## src/rtl/mult_arb_pkg.sv

```systemverilog
// rtl/mult_arb_pkg.sv - shared FSM state type and default sizes for mult_arbiter
//
// Contents:
//   DEF_WIDTH    default operand width
//   DEF_N_REQ    default number of requesters
//   arb_state_t  arbiter FSM states
package mult_arb_pkg;

  localparam int DEF_WIDTH = 8;
  localparam int DEF_N_REQ = 4;

  typedef enum logic [2:0] {
    IDLE,
    ISSUE,
    WAIT_BUSY,
    WAIT_DONE,
    DONE
  } arb_state_t;

endpackage

```

## src/rtl/mult_arb_pick.sv

```systemverilog
// rtl/mult_arb_pick.sv - combinational one-hot winner selection starting at a search pointer
//
// Ports:
//   req  in   N_REQ   request vector
//   ptr  in   PTR_W   first index searched (tie to 0 for fixed priority)
//   gnt  out  N_REQ   one-hot winner, zero when req is zero
module mult_arb_pick
  import mult_arb_pkg::*;
#(
  parameter int N_REQ = DEF_N_REQ,
  parameter int PTR_W = (N_REQ > 1) ? $clog2(N_REQ) : 1
) (
  input  logic [N_REQ-1:0] req,
  input  logic [PTR_W-1:0] ptr,
  output logic [N_REQ-1:0] gnt
);

  logic [PTR_W-1:0] idx;

  // Walk the offsets from farthest to nearest so the nearest set request
  // after ptr is the last one written and therefore wins.
  always_comb begin
    gnt = '0;
    idx = '0;
    for (int i = N_REQ - 1; i >= 0; i--) begin
      idx = PTR_W'((int'(ptr) + i) % N_REQ);
      if (req[idx]) begin
        gnt = {{(N_REQ-1){1'b0}}, 1'b1} << idx;
      end
    end
  end

endmodule

```

## src/rtl/mult_arbiter.sv

```systemverilog
// rtl/mult_arbiter.sv - arbitrates N_REQ requesters onto one shared multiplier
//
// Optional feature: define MULT_ARB_ROUND_ROBIN_EN for round-robin arbitration;
// otherwise fixed priority (lowest index wins) with no pointer register.
//
// Ports:
//   clk_i         in   1            clock, rising edge
//   rst_i         in   1            asynchronous active-high reset
//   req_i         in   N_REQ        level requests, held until done
//   a_bi, b_bi    in   N_REQ*WIDTH  packed operands, slice i = requester i
//   done_o        out  N_REQ        one-hot one-cycle completion pulse
//   y_bo          out  2*WIDTH      last result, held until next completion
//   gnt_o         out  N_REQ        one-hot owner of the operation in flight
//   mult_start_o  out  1            start pulse to the multiplier
//   mult_a_bo     out  WIDTH        registered operand A to the multiplier
//   mult_b_bo     out  WIDTH        registered operand B to the multiplier
//   mult_y_bi     in   2*WIDTH      multiplier result
//   mult_busy_i   in   1            multiplier busy flag
module mult_arbiter
  import mult_arb_pkg::*;
#(
  parameter int N_REQ = DEF_N_REQ,
  parameter int WIDTH = DEF_WIDTH
) (
  input  logic                   clk_i,
  input  logic                   rst_i,
  input  logic [N_REQ-1:0]       req_i,
  input  logic [N_REQ*WIDTH-1:0] a_bi,
  input  logic [N_REQ*WIDTH-1:0] b_bi,
  output logic [N_REQ-1:0]       done_o,
  output logic [2*WIDTH-1:0]     y_bo,
  output logic [N_REQ-1:0]       gnt_o,
  output logic                   mult_start_o,
  output logic [WIDTH-1:0]       mult_a_bo,
  output logic [WIDTH-1:0]       mult_b_bo,
  input  logic [2*WIDTH-1:0]     mult_y_bi,
  input  logic                   mult_busy_i
);

  localparam int PTR_W = (N_REQ > 1) ? $clog2(N_REQ) : 1;

  arb_state_t       state_q, state_d;
  logic [N_REQ-1:0] pick_gnt;
  logic [PTR_W-1:0] search_ptr;
  logic [WIDTH-1:0] sel_a, sel_b;
  logic             grant_en, capture_en;

  assign grant_en   = (state_q == IDLE) && (|req_i) && !mult_busy_i;
  assign capture_en = (state_q == WAIT_DONE) && !mult_busy_i;

`ifdef MULT_ARB_ROUND_ROBIN_EN
  logic [PTR_W-1:0] rr_ptr_q;
  logic [PTR_W-1:0] win_idx;

  always_comb begin
    win_idx = '0;
    for (int i = 0; i < N_REQ; i++) begin
      if (pick_gnt[i]) begin
        win_idx = PTR_W'(i);
      end
    end
  end

  // Pointer holds the first index to search next time: one past the winner.
  always_ff @(posedge clk_i or posedge rst_i) begin
    if (rst_i) begin
      rr_ptr_q <= '0;
    end else if (grant_en) begin
      rr_ptr_q <= (win_idx == PTR_W'(N_REQ - 1)) ? '0 : win_idx + 1'b1;
    end
  end

  assign search_ptr = rr_ptr_q;
`else
  assign search_ptr = '0;
`endif

  mult_arb_pick #(
    .N_REQ (N_REQ),
    .PTR_W (PTR_W)
  ) u_pick (
    .req (req_i),
    .ptr (search_ptr),
    .gnt (pick_gnt)
  );

  always_comb begin
    sel_a = '0;
    sel_b = '0;
    for (int i = 0; i < N_REQ; i++) begin
      if (pick_gnt[i]) begin
        sel_a = a_bi[i*WIDTH +: WIDTH];
        sel_b = b_bi[i*WIDTH +: WIDTH];
      end
    end
  end

  always_comb begin
    state_d      = state_q;
    mult_start_o = 1'b0;
    done_o       = '0;
    unique case (state_q)
      IDLE:      if (grant_en) state_d = ISSUE;
      ISSUE: begin
        mult_start_o = 1'b1;
        state_d      = WAIT_BUSY;
      end
      WAIT_BUSY: if (mult_busy_i) state_d = WAIT_DONE;
      WAIT_DONE: if (!mult_busy_i) state_d = DONE;
      DONE: begin
        done_o  = gnt_o;
        state_d = IDLE;
      end
      default:   state_d = IDLE;
    endcase
  end

  // Operands are captured only at grant, so later changes on a_bi/b_bi or a
  // dropped request cannot disturb the operation in flight.
  always_ff @(posedge clk_i or posedge rst_i) begin
    if (rst_i) begin
      state_q   <= IDLE;
      gnt_o     <= '0;
      mult_a_bo <= '0;
      mult_b_bo <= '0;
      y_bo      <= '0;
    end else begin
      state_q <= state_d;
      if (grant_en) begin
        gnt_o     <= pick_gnt;
        mult_a_bo <= sel_a;
        mult_b_bo <= sel_b;
      end else if (state_q == DONE) begin
        gnt_o <= '0;
      end
      if (capture_en) begin
        y_bo <= mult_y_bi;
      end
    end
  end

endmodule

```

## config.mk

```make
export PLATFORM = sky130hd
export DESIGN_NAME = mult_arbiter
export DESIGN_NICKNAME = d
export VERILOG_FILES = /design/src/rtl/mult_arb_pkg.sv /design/src/rtl/mult_arb_pick.sv /design/src/rtl/mult_arbiter.sv
export SDC_FILE = /design/constraint.sdc
export NUM_CORES = 1
export LEC_CHECK = 0
export BUFFER_PORTS_ARGS = -buffer_cell sky130_fd_sc_hd__buf_2
export CAP_MARGIN = 20
export CELL_PAD_IN_SITES_DETAIL_PLACEMENT = 1
export CELL_PAD_IN_SITES_GLOBAL_PLACEMENT = 1
export CORE_ASPECT_RATIO = 0.6
export CORE_MARGIN = 4
export CORE_UTILIZATION = 33
export CTS_CLUSTER_SIZE = 25
export DETAILED_ROUTE_END_ITERATION = 8
export PLACE_DENSITY_LB_ADDON = 0.08
export SYNTH_ARGS = -nofsm -noshare
export SYNTH_HDL_FRONTEND = slang
export SYNTH_SLANG_ARGS = --single-unit
```

## constraint.sdc

```tcl
create_clock -name clk_i -period 3.7 [get_ports clk_i]
set_input_delay 0.37 -clock clk_i [delete_from_list [all_inputs] [get_ports clk_i]]
set_output_delay 0.37 -clock clk_i [all_outputs]
set_load 0.01 [all_outputs]
```

# Word level (Yosys, flattened, before mapping)
# Index checks and enable logic that the tools add are counted.
# W data, S select, Z words.
[totals] register_bits=39 out_inout_bits=41 in_bits=87 wordCells=40
[classes] reduce_logical=8 mux=20 eq_ne=7
[ops] operator="$mux W8" n=8
[ops] operator="$mux W4" n=7
[ops] operator="$pmux W3 S4" n=1
[ops] operator="$mux W3" n=3
[ops] operator="$eq A3 B2 Y1 const B" n=2
[ops] operator="$ne A2 B2 Y1 const B" n=3
[ops] operator="$reduce_or A4 Y1" n=1
[ops] operator="$eq A3 B1 Y1 const B" n=1
[ops] operator="$eq A3 B3 Y1 const B" n=1
[ops] operator="$logic_and A1 B1 Y1" n=3
[ops] operator="$logic_not A3 Y1" n=1
[ops] operator="$reduce_and A3 Y1" n=1
[ops] operator="$reduce_bool A2 Y1" n=1
[ops] operator="$logic_not A1 Y1" n=1
[ops] operator="$mux W1" n=1

# Longest topological paths before layout
# Gate-level depths: netlist (run 1).
[depth] ltp_word=8 depth_mapped=5 depth_no_buf=3

# By module
# Synthesis (run 1) repeated with hierarchy kept, for this count alone.
[unflattened] cells_unflattened=266 hier_area_um2=2536.2
[modules_own_cells] mod="mult_arbiter" n_inst=1 cells_each=219 area_per_inst_um2=2123.3
[modules_own_cells] mod="mult_arb_pick" n_inst=1 cells_each=47 area_per_inst_um2=412.9

# Least setup slack after synthesis (run 1)
# OpenSTA, ideal clock, no wires.
[synth_timing] path_kind="reg-to-reg" start="reg state_q[2]" end="reg mult_a_bo[0]" setup_slack_ns=2.124 stages_incl_launch_ff=6 arrival_time_ns=1.453 path_cell_list="dfrtp_1 buf_6 nor4_2 nand3_2 buf_2 o221a_2"
[synth_between] elab_chain_cells=3
[synth_rtl] element="from (decl)" line="mult_arbiter.sv:42" source="arb_state_t state_q, state_d;"
[synth_rtl] element="from (signal assigned)" line="mult_arbiter.sv:128" source="state_q <= state_d;"
[synth_rtl] element="$logic_not A3 Y1" line="mult_arbiter.sv:48" source="assign grant_en = (state_q == IDLE) && (|req_i) && !mult_busy_i;"
[synth_rtl] element="$logic_and A1 B1 Y1 (2 in a row)" line="mult_arbiter.sv:48"
[synth_rtl] element="to (signal assigned)" line="mult_arbiter.sv:131" source="mult_a_bo <= sel_a;"
[synth_rtl] element="to (decl)" line="mult_arbiter.sv:34" source="output logic [WIDTH-1:0] mult_a_bo,"
# No other way between the ends.
# A chain may end at the register's enable or synchronous reset.

# Worst setup path in the final report (run 1)
[layout_timing] start="reg state_q[2]" end="reg mult_a_bo[6]"
# Same word-level chain as after synthesis.

==> results of run 1 <==
layer usage:
layer	track usage (%)	vias to the layer above	routed length [um]
met2	23.5	81	2760
met5	0	-	13
met3	5.06	7	466
li1	-	947	-
met1	24.9	918	3180
met4	2.87	2	36
state kept, by name, summed over array words and instances, names as in the netlist:
register and count:
y_bo 16, mult_a_bo 8, mult_b_bo 8, gnt_o 4
state_q 3
stage by stage:
stage | instance area [sq um] | instances | utilization (%) | hold slack [ps]
5_1_grt | 2900 | 391 | 47.4 | 237
3_3_place_gp | 2760 | 383 | 45.2 | 463
2_1_floorplan | 2080 | 185 | - | 505
3_5_place_dp | 2760 | 383 | 45.2 | 470
4_1_cts | 2900 | 391 | 47.4 | 195
6_report | 2900 | 391 | 47.4 | 176
placed cells by master, fill, tap and decap left out, drive strengths merged:
cell type / count
buf: 130
dfrtp: 39
nand2: 21
nor2b: 17
nor3b: 17
o311ai: 16
mux2: 16
o221a: 16
clkbuf: 6
nor2: 5
and3: 4
nor3: 3
nor4: 2
o21ai: 2
bufinv: 2
or4: 2
nand3: 2
or3b: 1
nand3b: 1
o211ai: 1
and3b: 1
a22oi: 1
clkinv: 1
a21oi: 1
cells by family after synthesis:
| group | Yosys count |
|---|---|
| compound gates | 37 |
| simple gates | 76 |
| flops | 39 |
| buf+inv | 17 |
| mux | 16 |
final timing paths:
path                                from            to  slack [ps]  cells past startpoint
min in group clk_i         mult_y_bi[15]      y_bo[15]         300                      2
min                                rst_i       y_bo[1]         180                      3
max                           state_q[2]  mult_a_bo[6]        1800                      4
max in group asynchronous          rst_i      gnt_o[2]        3170                      3
max reg2reg                   state_q[2]  mult_a_bo[6]        1800                      4
min reg2reg                     y_bo[15]      y_bo[15]         480                      1
worst reg2reg max path, stage by stage (launching register included):
cell     delay (ps)
dfrtp_1         490
nor4_4          300
buf_4           270
nand3_2         360
o221a_2         370
power groups by stage:
| stage | Sequential [mW] | Clock [mW] | Combinational (mW) |
|---|---|---|---|
| floorplan | 0.855 | 0 | 0.384 |
| global placement | 0.783 | 0 | 0.791 |
| detailed placement | 0.786 | 0 | 0.807 |
| CTS | 0.781 | 0.427 | 0.808 |
| global route | 0.811 | 0.447 | 0.866 |
| finish | 0.782 | 0.416 | 0.789 |
final cells by class:
class | instances | area share [%]
multi-input combinational | 129 | 35.2
timing repair buffer | 130 | 22.7
clock buffer | 6 | 2.51
clock inverter | 2 | 2.07
sequential | 39 | 33.7
tap | 84 | 3.63
inverter | 1 | 0.130
==> flow_summary_export.csv, run 1 <==
group,metric,value,unit
power_and_ir_drop,clockPowerShare,20.9,%
placed_design,pre_cts_ws,1770,ps
power_and_ir_drop,power,1.99,mW
route,vias,1955,
synth,synth_edf_count,0,
synth,synth_area_leaders,"dfrtp_1, nor3b_1, mux2_2, o311ai_0, nor2b_1",
placed_design,place.gp.congestion,0.854,
cts,cts_buffers,5,
route,first_pass_iters,4,
synth,synth_top_family_by_area,"simple AND/OR/NAND/NOR gates",
route,wirelength,6460,um
cts,postCtsSetupBuffers,0,
timing,fin_setup_tns,0,ps
timing,worst_pin_slew,612,ps
timing,slew_viol_final,0,
power_and_ir_drop,vdd_drop_max,0.253,mV
timing,finalCriticalPeriod,1900,ps
grt,grt_first_pass_wirelength,10400,um
cts,path_clk_slew,80,ps
cts,cts_tree,"done",
floorplan,initial_core_util,34.0,%
timing,fmax,0.526,GHz
cts,cts_hold_buf,0,
synth,syn_avg_cell_area,11.2,sq um
floorplan,io_pins,128,
grt,grt_remaining_overflow,0,
timing,rsz0062_at_grt,"false",
cts,clock_latency,280,ps
synth,synth_adder_area_share,0,%
setup_path,critPathLaunchType,"flip-flop",
synth,yosysMostFrequentCell,"dfrtp_1",
synth,ys.flop_type,"dfrtp_1",
synth,yosys.area.top_type,"dfrtp_1",
synth,ys_types,34,
worst_hold_path,hp-class,"input pin to async pin",
route,drt_iter0_drc,64,
power_and_ir_drop,internal_power,1.32,mW
synth,synth_fp_nets,272,
final_layout,area_growth,39.1,%
setup_path,crit_path_end_kind,"flip-flop",
setup_path,crit_type,"flip-flop to flip-flop",
timing,slew_headroom,59.2,%
power_and_ir_drop,swShare,33.5,%
floorplan,die_w,111,um
timing,finalHoldViolCount,0,
final_layout,fill_cells,724,
power_and_ir_drop,p_leak,1.34,nW
timing,skew,3.97,ps
timing,final-setup-viol-count,0,
power_and_ir_drop,comb_power_share,39.7,%
final_layout,post_route_cells_drive_above_1_share,52.8,%
timing,min_period_over_period,51.4,%
grt,grtUsageTotal,16.5,%
timing,worst_slack,1800,ps
final_layout,seqCellArea,976,sq um
cts,ctsResizeCount,0,
floorplan,die_h,69.5,um
setup_path,path_cells,"nor4_4, buf_4, nand3_2, o221a_2",
setup_path,cp_max_fo,21,
synth,netlist_area,2080,sq um
job,maxCapViolations,0,
floorplan,rows,22,
route,wire_per_inst,16.5,um
synth,netlist_instances,185,
grt,grt_max_degree,40,
setup_path,cp.required,3870,ps
route,ant_nets,0,
floorplan,core,6110,sq um
synth,ys_ff_latch,39,
synth,synthArstFlopShare,100,%
placed_design,dp_hpwl,5040,um
cts,clkSinkCount,39,
setup_path,cpMaxStageDelayCell,"dfrtp_1",
cts,clockBufferDepth,2,
route,drc,0,
synth,synth-simple-area-share,23.1,%
synth,synth.top_cell.area_share,46.9,%
synth,synth_compound_area_share,16.8,%
final_layout,nets,393,
cts,cts_max_level,2,
setup_path,cp_top_family,"simple AND/OR/NAND/NOR gates",
setup_path,crit_buf_inv,1,
route,routed_via_density,5.00,
synth,synth-seq-area-share,46.9,%
final_layout,insertedDiodeCount,0,
status,status,"finished clean",
synth,synth_common_cells,"dfrtp_1, nand2_1, nor2b_1, nor3b_1, o311ai_0",
cts,cts_root_buf,"clkbuf_8",
power_and_ir_drop,power.density,686,nW/um^2
synth,synthMuxAreaShare,8.66,%
final_layout,multi_input_area,1020,sq um
floorplan,die-area,7680,sq um
setup_path,cpPeakStageDelay,490,ps
grt,grt_pass1_vias,1999,
power_and_ir_drop,p_sw,0.665,mW
synth,ys_warn_count,0,
power_and_ir_drop,pwr-share-seq,39.4,%
placed_design,port_buffers,127,
synth,synthXorXnorAreaFrac,0,%
grt,antenna_found_initial,1,
setup_path,worstPathArrival,2080,ps
Power figures use the tool's default switching activity.
==> run 2, diff against run 1 <==
--- a/config.mk
+++ b/config.mk
@@ -11,7 +11,7 @@
 export CELL_PAD_IN_SITES_GLOBAL_PLACEMENT = 1
 export CORE_ASPECT_RATIO = 0.6
 export CORE_MARGIN = 4
-export CORE_UTILIZATION = 33
+export CORE_UTILIZATION = 31
 export CTS_CLUSTER_SIZE = 25
 export DETAILED_ROUTE_END_ITERATION = 8
 export PLACE_DENSITY_LB_ADDON = 0.08
==> constraint.sdc (replaced) <==
create_clock -name clk_i -period 1.8 [get_ports clk_i]
set_input_delay 0.18 -clock clk_i [delete_from_list [all_inputs] [get_ports clk_i]]
set_output_delay 0.18 -clock clk_i [all_outputs]
set_load 0.01 [all_outputs]
==> run 2 against run 1 <==
Effect of this change: total power increased by 110%; core utilization is 0.059 points lower; clock skew rose by 1.2 ps; the run now ends with negative hold slack left; die area is 5.8% higher; sequential share of layout area down 0.99 points.
==> flow_summary_export.csv, run 2 (synthesis results as in run 1) <==
group,metric,value,unit
setup_path,cp_max_fo,18,
final_layout,layout_common_cells,"buf_2, dfrtp_1, nand2_1",
status,status,"finished with violations",
grt,grt_max_degree,40,
timing,fin_setup_tns,0,ps
grt,grt_use_met3,5.74,%
setup_path,cp.required,2030,ps
route,routed_via_density,5.00,
floorplan,initial_core_util,33.0,%
power_and_ir_drop,p_leak,1.40,nW
floorplan,rows,22,
timing,slew_viol_final,0,
floorplan,die_h,71.5,um
route,wire_per_inst,17.2,um
timing,hold_slack,-7.10,ps
timing,slew_headroom,66.9,%
timing,fmax,0.592,GHz
grt,grt_first_pass_wirelength,11000,um
timing,finalCriticalPeriod,1690,ps
setup_path,crit_path_end_kind,"flip-flop",
cts,clock_latency,290,ps
final_layout,regMostFlops,"y_bo",
grt,antenna_found_initial,1,
placed_design,dp_hpwl,5500,um
floorplan,io_pins,128,
final_layout,reg_top3,"y_bo: 16 flops, mult_a_bo: 8 flops, mult_b_bo: 8 flops",
job,maxCapViolations,0,
timing,final-setup-viol-count,0,
final_layout,nets,403,
timing,finalHoldViolCount,12,
final_layout,largest_register_ffs,16,
status,violations,"negative hold slack",
cts,path_clk_slew,80,ps
setup_path,crit_type,"flip-flop to flip-flop",
route,vias,2005,
timing,skew,5.13,ps
placed_design,port_buffers,127,
timing,rsz0062_at_grt,"false",
final_layout,post_route_cells_drive_above_1_share,54.6,%
route,drt_iter0_drc,62,
floorplan,core,6300,sq um
cts,cts_hold_buf,0,
timing,worst_pin_slew,497,ps
cts,cts_tree,"done",
final_layout,mostFrequentLayoutCell,"buf_2",
final_layout,area_growth,43.4,%
power_and_ir_drop,vdd_drop_max,0.517,mV
setup_path,critPathLaunchType,"flip-flop",
cts,cts_buffers,5,
cts,ctsResizeCount,0,
grt,use_met2,27.0,%
floorplan,die-area,8130,sq um
setup_path,worstPathArrival,1920,ps
final_layout,insertedDiodeCount,0,
grt,grtUsageTotal,17.1,%
floorplan,die_w,114,um
placed_design,place.gp.congestion,0.755,
cts,postCtsSetupBuffers,0,
route,wirelength,6910,um
grt,met1_usage,22.8,%
route,ant_nets,0,
grt,grt_pass1_vias,2216,
timing,min_period_over_period,93.9,%
grt,grt_busiest_layer,"met2",
final_layout,fin_util,47.3,%
route,drc,0,
cts,cts_root_buf,"clkbuf_8",
grt,grt_remaining_overflow,0,
cts,clockBufferDepth,2,
worst_hold_path,hp-class,"input pin to async pin",
power_and_ir_drop,power.density,1400,nW/um^2
route,first_pass_iters,4,
cts,cts_max_level,2,
cts,clkSinkCount,39,
-- run 2: cell count changes in the layout (fill, tap and decap cells not counted), sizes merged --
cell,delta
buf,+10
clkinv,-1
inv,+1
-- run 2: worst max-delay path, stage by stage (launching register included) --
cell     delay (ps)
dfrtp_1         480
or4_4           600
nor2_8          300
o221a_2         250
-- run 2: area by class of cell --
class | count | area (sq um)
Multi-Input combinational cell | 129 | 1020
Inverter | 1 | 3.75
Sequential cell | 39 | 976
Tap cell | 84 | 105
Timing Repair Buffer | 140 | 746
Clock buffer | 6 | 72.6
Fill cell | 764 | 3320
Clock inverter | 2 | 60.1
-- run 2: worst paths after layout --
kind,from,end,slack [ps],cells after the start
worst max register to register,state_q[1],mult_a_bo[1],110,3
min in group clk_i,mult_y_bi[6],y_bo[6],110,2
worst max-delay path,state_q[1],mult_a_bo[1],110,3
worst min-delay path,rst_i,mult_b_bo[2],-7,3
worst min register to register,y_bo[6],y_bo[6],480,1
max in group asynchronous,rst_i,y_bo[8],1460,3
-- run 2: metrics by stage --
stage | total power, mW | hold WS [ps] | cell area [sq um] | cells | setup slack [ps]
5_1_grt | 4.45 | 53.6 | 2980 | 401 | 29.4
3_3_place_gp | 3.27 | 330 | 2850 | 393 | 167
4_1_cts | 4.23 | 12.3 | 2980 | 401 | 91.2
3_5_place_dp | 3.34 | 330 | 2850 | 393 | 109
6_report | 4.16 | -7.10 | 2980 | 401 | 110
2_1_floorplan | 2.55 | 315 | 2080 | 185 | 224
-- run 2: metal layers --
metal,vias to the layer above,share of wire [%]
met5,-,0.19
li1,961,-
met2,62,46
met3,9,7.2
met1,971,46
met4,2,1.0
-- run 2: power by group --
group / internal (mW) / switching [mW] / leakage [nW] / total (mW)
sequential: 1.31 / 0.287 / 0.458 / 1.60
combinational: 0.890 / 0.800 / 0.872 / 1.69
clock: 0.554 / 0.319 / 0.0654 / 0.873
==> run 3, diff against run 2 <==
--- a/config.mk
+++ b/config.mk
@@ -9,7 +9,7 @@
 export CAP_MARGIN = 20
 export CELL_PAD_IN_SITES_DETAIL_PLACEMENT = 1
 export CELL_PAD_IN_SITES_GLOBAL_PLACEMENT = 1
-export CORE_ASPECT_RATIO = 0.6
+export CORE_ASPECT_RATIO = 1.1
 export CORE_MARGIN = 4
 export CORE_UTILIZATION = 31
 export CTS_CLUSTER_SIZE = 25
==> run 3 against run 2 <==
Effect of this change: the run now ends clean; largest cell class unchanged; total power decreased by 4.1%; die area decreased by 0.51%; clock skew down 1.8 ps; clock-buffer cell count is the same; sequential power barely moved; global-route usage fell by 1.5 points; flip-flop and latch count is the same; critical path type unchanged; clock power shrank 15%; critical path depth stayed put; maximum frequency up 2.4%.
==> flow_summary_export.csv, run 3 (synthesis results as in run 1) <==
group,metric,value,unit
floorplan,io_pins,128,
power_and_ir_drop,vdd_drop_max,0.630,mV
setup_path,crit_type,"flip-flop to flip-flop",
timing,finalHoldViolCount,0,
final_layout,largest_register_ffs,16,
grt,grtUsageTotal,15.6,%
setup_path,crit_path_end_kind,"flip-flop",
final_layout,area_growth,42.5,%
cts,clkSinkCount,39,
setup_path,cpPeakStageDelay,600,ps
worst_hold_path,hp-class,"input pin to flip-flop",
route,drt_iter0_drc,44,
final_layout,multi_input_area,1020,sq um
final_layout,regMostFlops,"y_bo",
placed_design,dp_hpwl,5200,um
final_layout,design_area,2970,sq um
setup_path,cp_max_fo,18,
floorplan,die-area,8090,sq um
route,vias,1970,
timing,hold_slack,106,ps
setup_path,worstPathArrival,1880,ps
timing,worst_slack,150,ps
placed_design,place.gp.congestion,0.710,
floorplan,rows,31,
final_layout,reg_top3,"y_bo: 16 flops, mult_a_bo: 8 flops, mult_b_bo: 8 flops",
power_and_ir_drop,power,3.99,mW
cts,cts_max_level,2,
placed_design,postPlaceCellArea,2840,sq um
grt,grt_pass1_vias,2077,
setup_path,cpMaxStageDelayCell,"or4_4",
grt,grt_remaining_overflow,0,
cts,ctsResizeCount,0,
cts,clock_latency,290,ps
timing,fin_setup_tns,0,ps
job,maxCapViolations,0,
final_layout,seqCellArea,976,sq um
cts,clockBufferDepth,2,
floorplan,initial_core_util,31.7,%
placed_design,port_buffers,127,
cts,path_clk_slew,70,ps
cts,cts_hold_buf,1,
timing,slew_viol_final,0,
route,wirelength,6340,um
grt,antenna_found_initial,0,
timing,rsz0062_at_grt,"false",
final_layout,nets,401,
floorplan,die_h,93.9,um
timing,finalCriticalPeriod,1650,ps
cts,postCtsSetupBuffers,0,
cts,cts_tree,"done",
cts,cts_root_buf,"clkbuf_8",
grt,grt_max_degree,28,
route,routed_via_density,4.96,
route,drc,0,
route,ant_nets,0,
floorplan,die_w,86.1,um
timing,final-setup-viol-count,0,
setup_path,cp.required,2030,ps
power_and_ir_drop,power.density,1350,nW/um^2
final_layout,post_route_cells_drive_above_1_share,54.0,%
floorplan,core,6560,sq um
timing,min_period_over_period,91.7,%
setup_path,critPathLaunchType,"flip-flop",
cts,cts_buffers,5,
status,status,"finished clean",
timing,slew_headroom,64.3,%
final_layout,insertedDiodeCount,0,
timing,skew,3.35,ps
power_and_ir_drop,p_leak,1.39,nW
route,wire_per_inst,16.0,um
placed_design,pre_cts_ws,141,ps
final_layout,fill_cells,778,
route,first_pass_iters,6,
timing,worst_pin_slew,529,ps
grt,grt_first_pass_wirelength,9940,um
timing,fmax,0.606,GHz
final_layout,mostFrequentLayoutCell,"buf_2",
final_layout,layout_common_cells,"buf_2, dfrtp_1, nand2_1",
setup_path,path_cells,"or4_4, nor2_8, o221a_2",
## run 3: cell types whose count changed in the layout (fill, tap and decap cells not counted), sizes merged
cell / change
buf: -3
bufinv: -1
dlygate4sd3: +1
clkinv: +1
## run 3: final cells by class
type | count | area share, %
clock buffers | 6 | 2.78
clock inverters | 2 | 1.18
inverters | 1 | 0.127
multi-input cells | 129 | 34.4
well taps | 82 | 3.46
flip-flops and latches | 39 | 32.9
repair buffers | 138 | 25.1
## run 3: metrics by stage
| stage | cells | util (%) |
|---|---|---|
| global route | 397 | 45.2 |
| floorplan | 185 | - |
| finish | 397 | 45.2 |
| detailed placement | 388 | 43.3 |
| global placement | 388 | 43.3 |
| CTS | 397 | 45.2 |
## run 3: layer usage
| metal | wire length, um | track usage [%] | vias to the layer above | share of wire (%) |
|---|---|---|---|---|
| met3 | 597 | 4.91 | 6 | 9.4 |
| met2 | 3010 | 27.1 | 89 | 47 |
| met5 | 0 | 0 | - | 0 |
| met4 | 88 | 5.15 | 0 | 1.4 |
| li1 | - | - | 957 | - |
| met1 | 2650 | 18.2 | 918 | 42 |
## run 3: final timing paths
path / start / endpoint / slack [ps] / cells past startpoint
hold / removal: mult_y_bi[15] / y_bo[15] / 110 / 2
min in group asynchronous: rst_i / y_bo[6] / 480 / 3
setup reg to reg: state_q[1] / mult_a_bo[6] / 150 / 3
setup / recovery: state_q[1] / mult_a_bo[6] / 150 / 3
hold reg to reg: y_bo[15] / y_bo[15] / 480 / 1
max in group asynchronous: rst_i / mult_a_bo[3] / 800 / 4
## run 3: where the power goes
part           leakage, nW  internal [mW]  switching (mW)  total, mW
Sequential           0.458           1.31           0.267       1.58
Clock               0.0612          0.448           0.292      0.740
Combinational        0.869          0.891           0.779       1.67
Total                 1.39           2.65            1.34       3.99
## run 3: worst max-delay path: cells and delay by family (launching register included)
| kind | cells | cell delay, ps |
|---|---|---|
| flops | 1 | 470 |
| simple gates | 2 | 880 |
| compound gates | 1 | 230 |
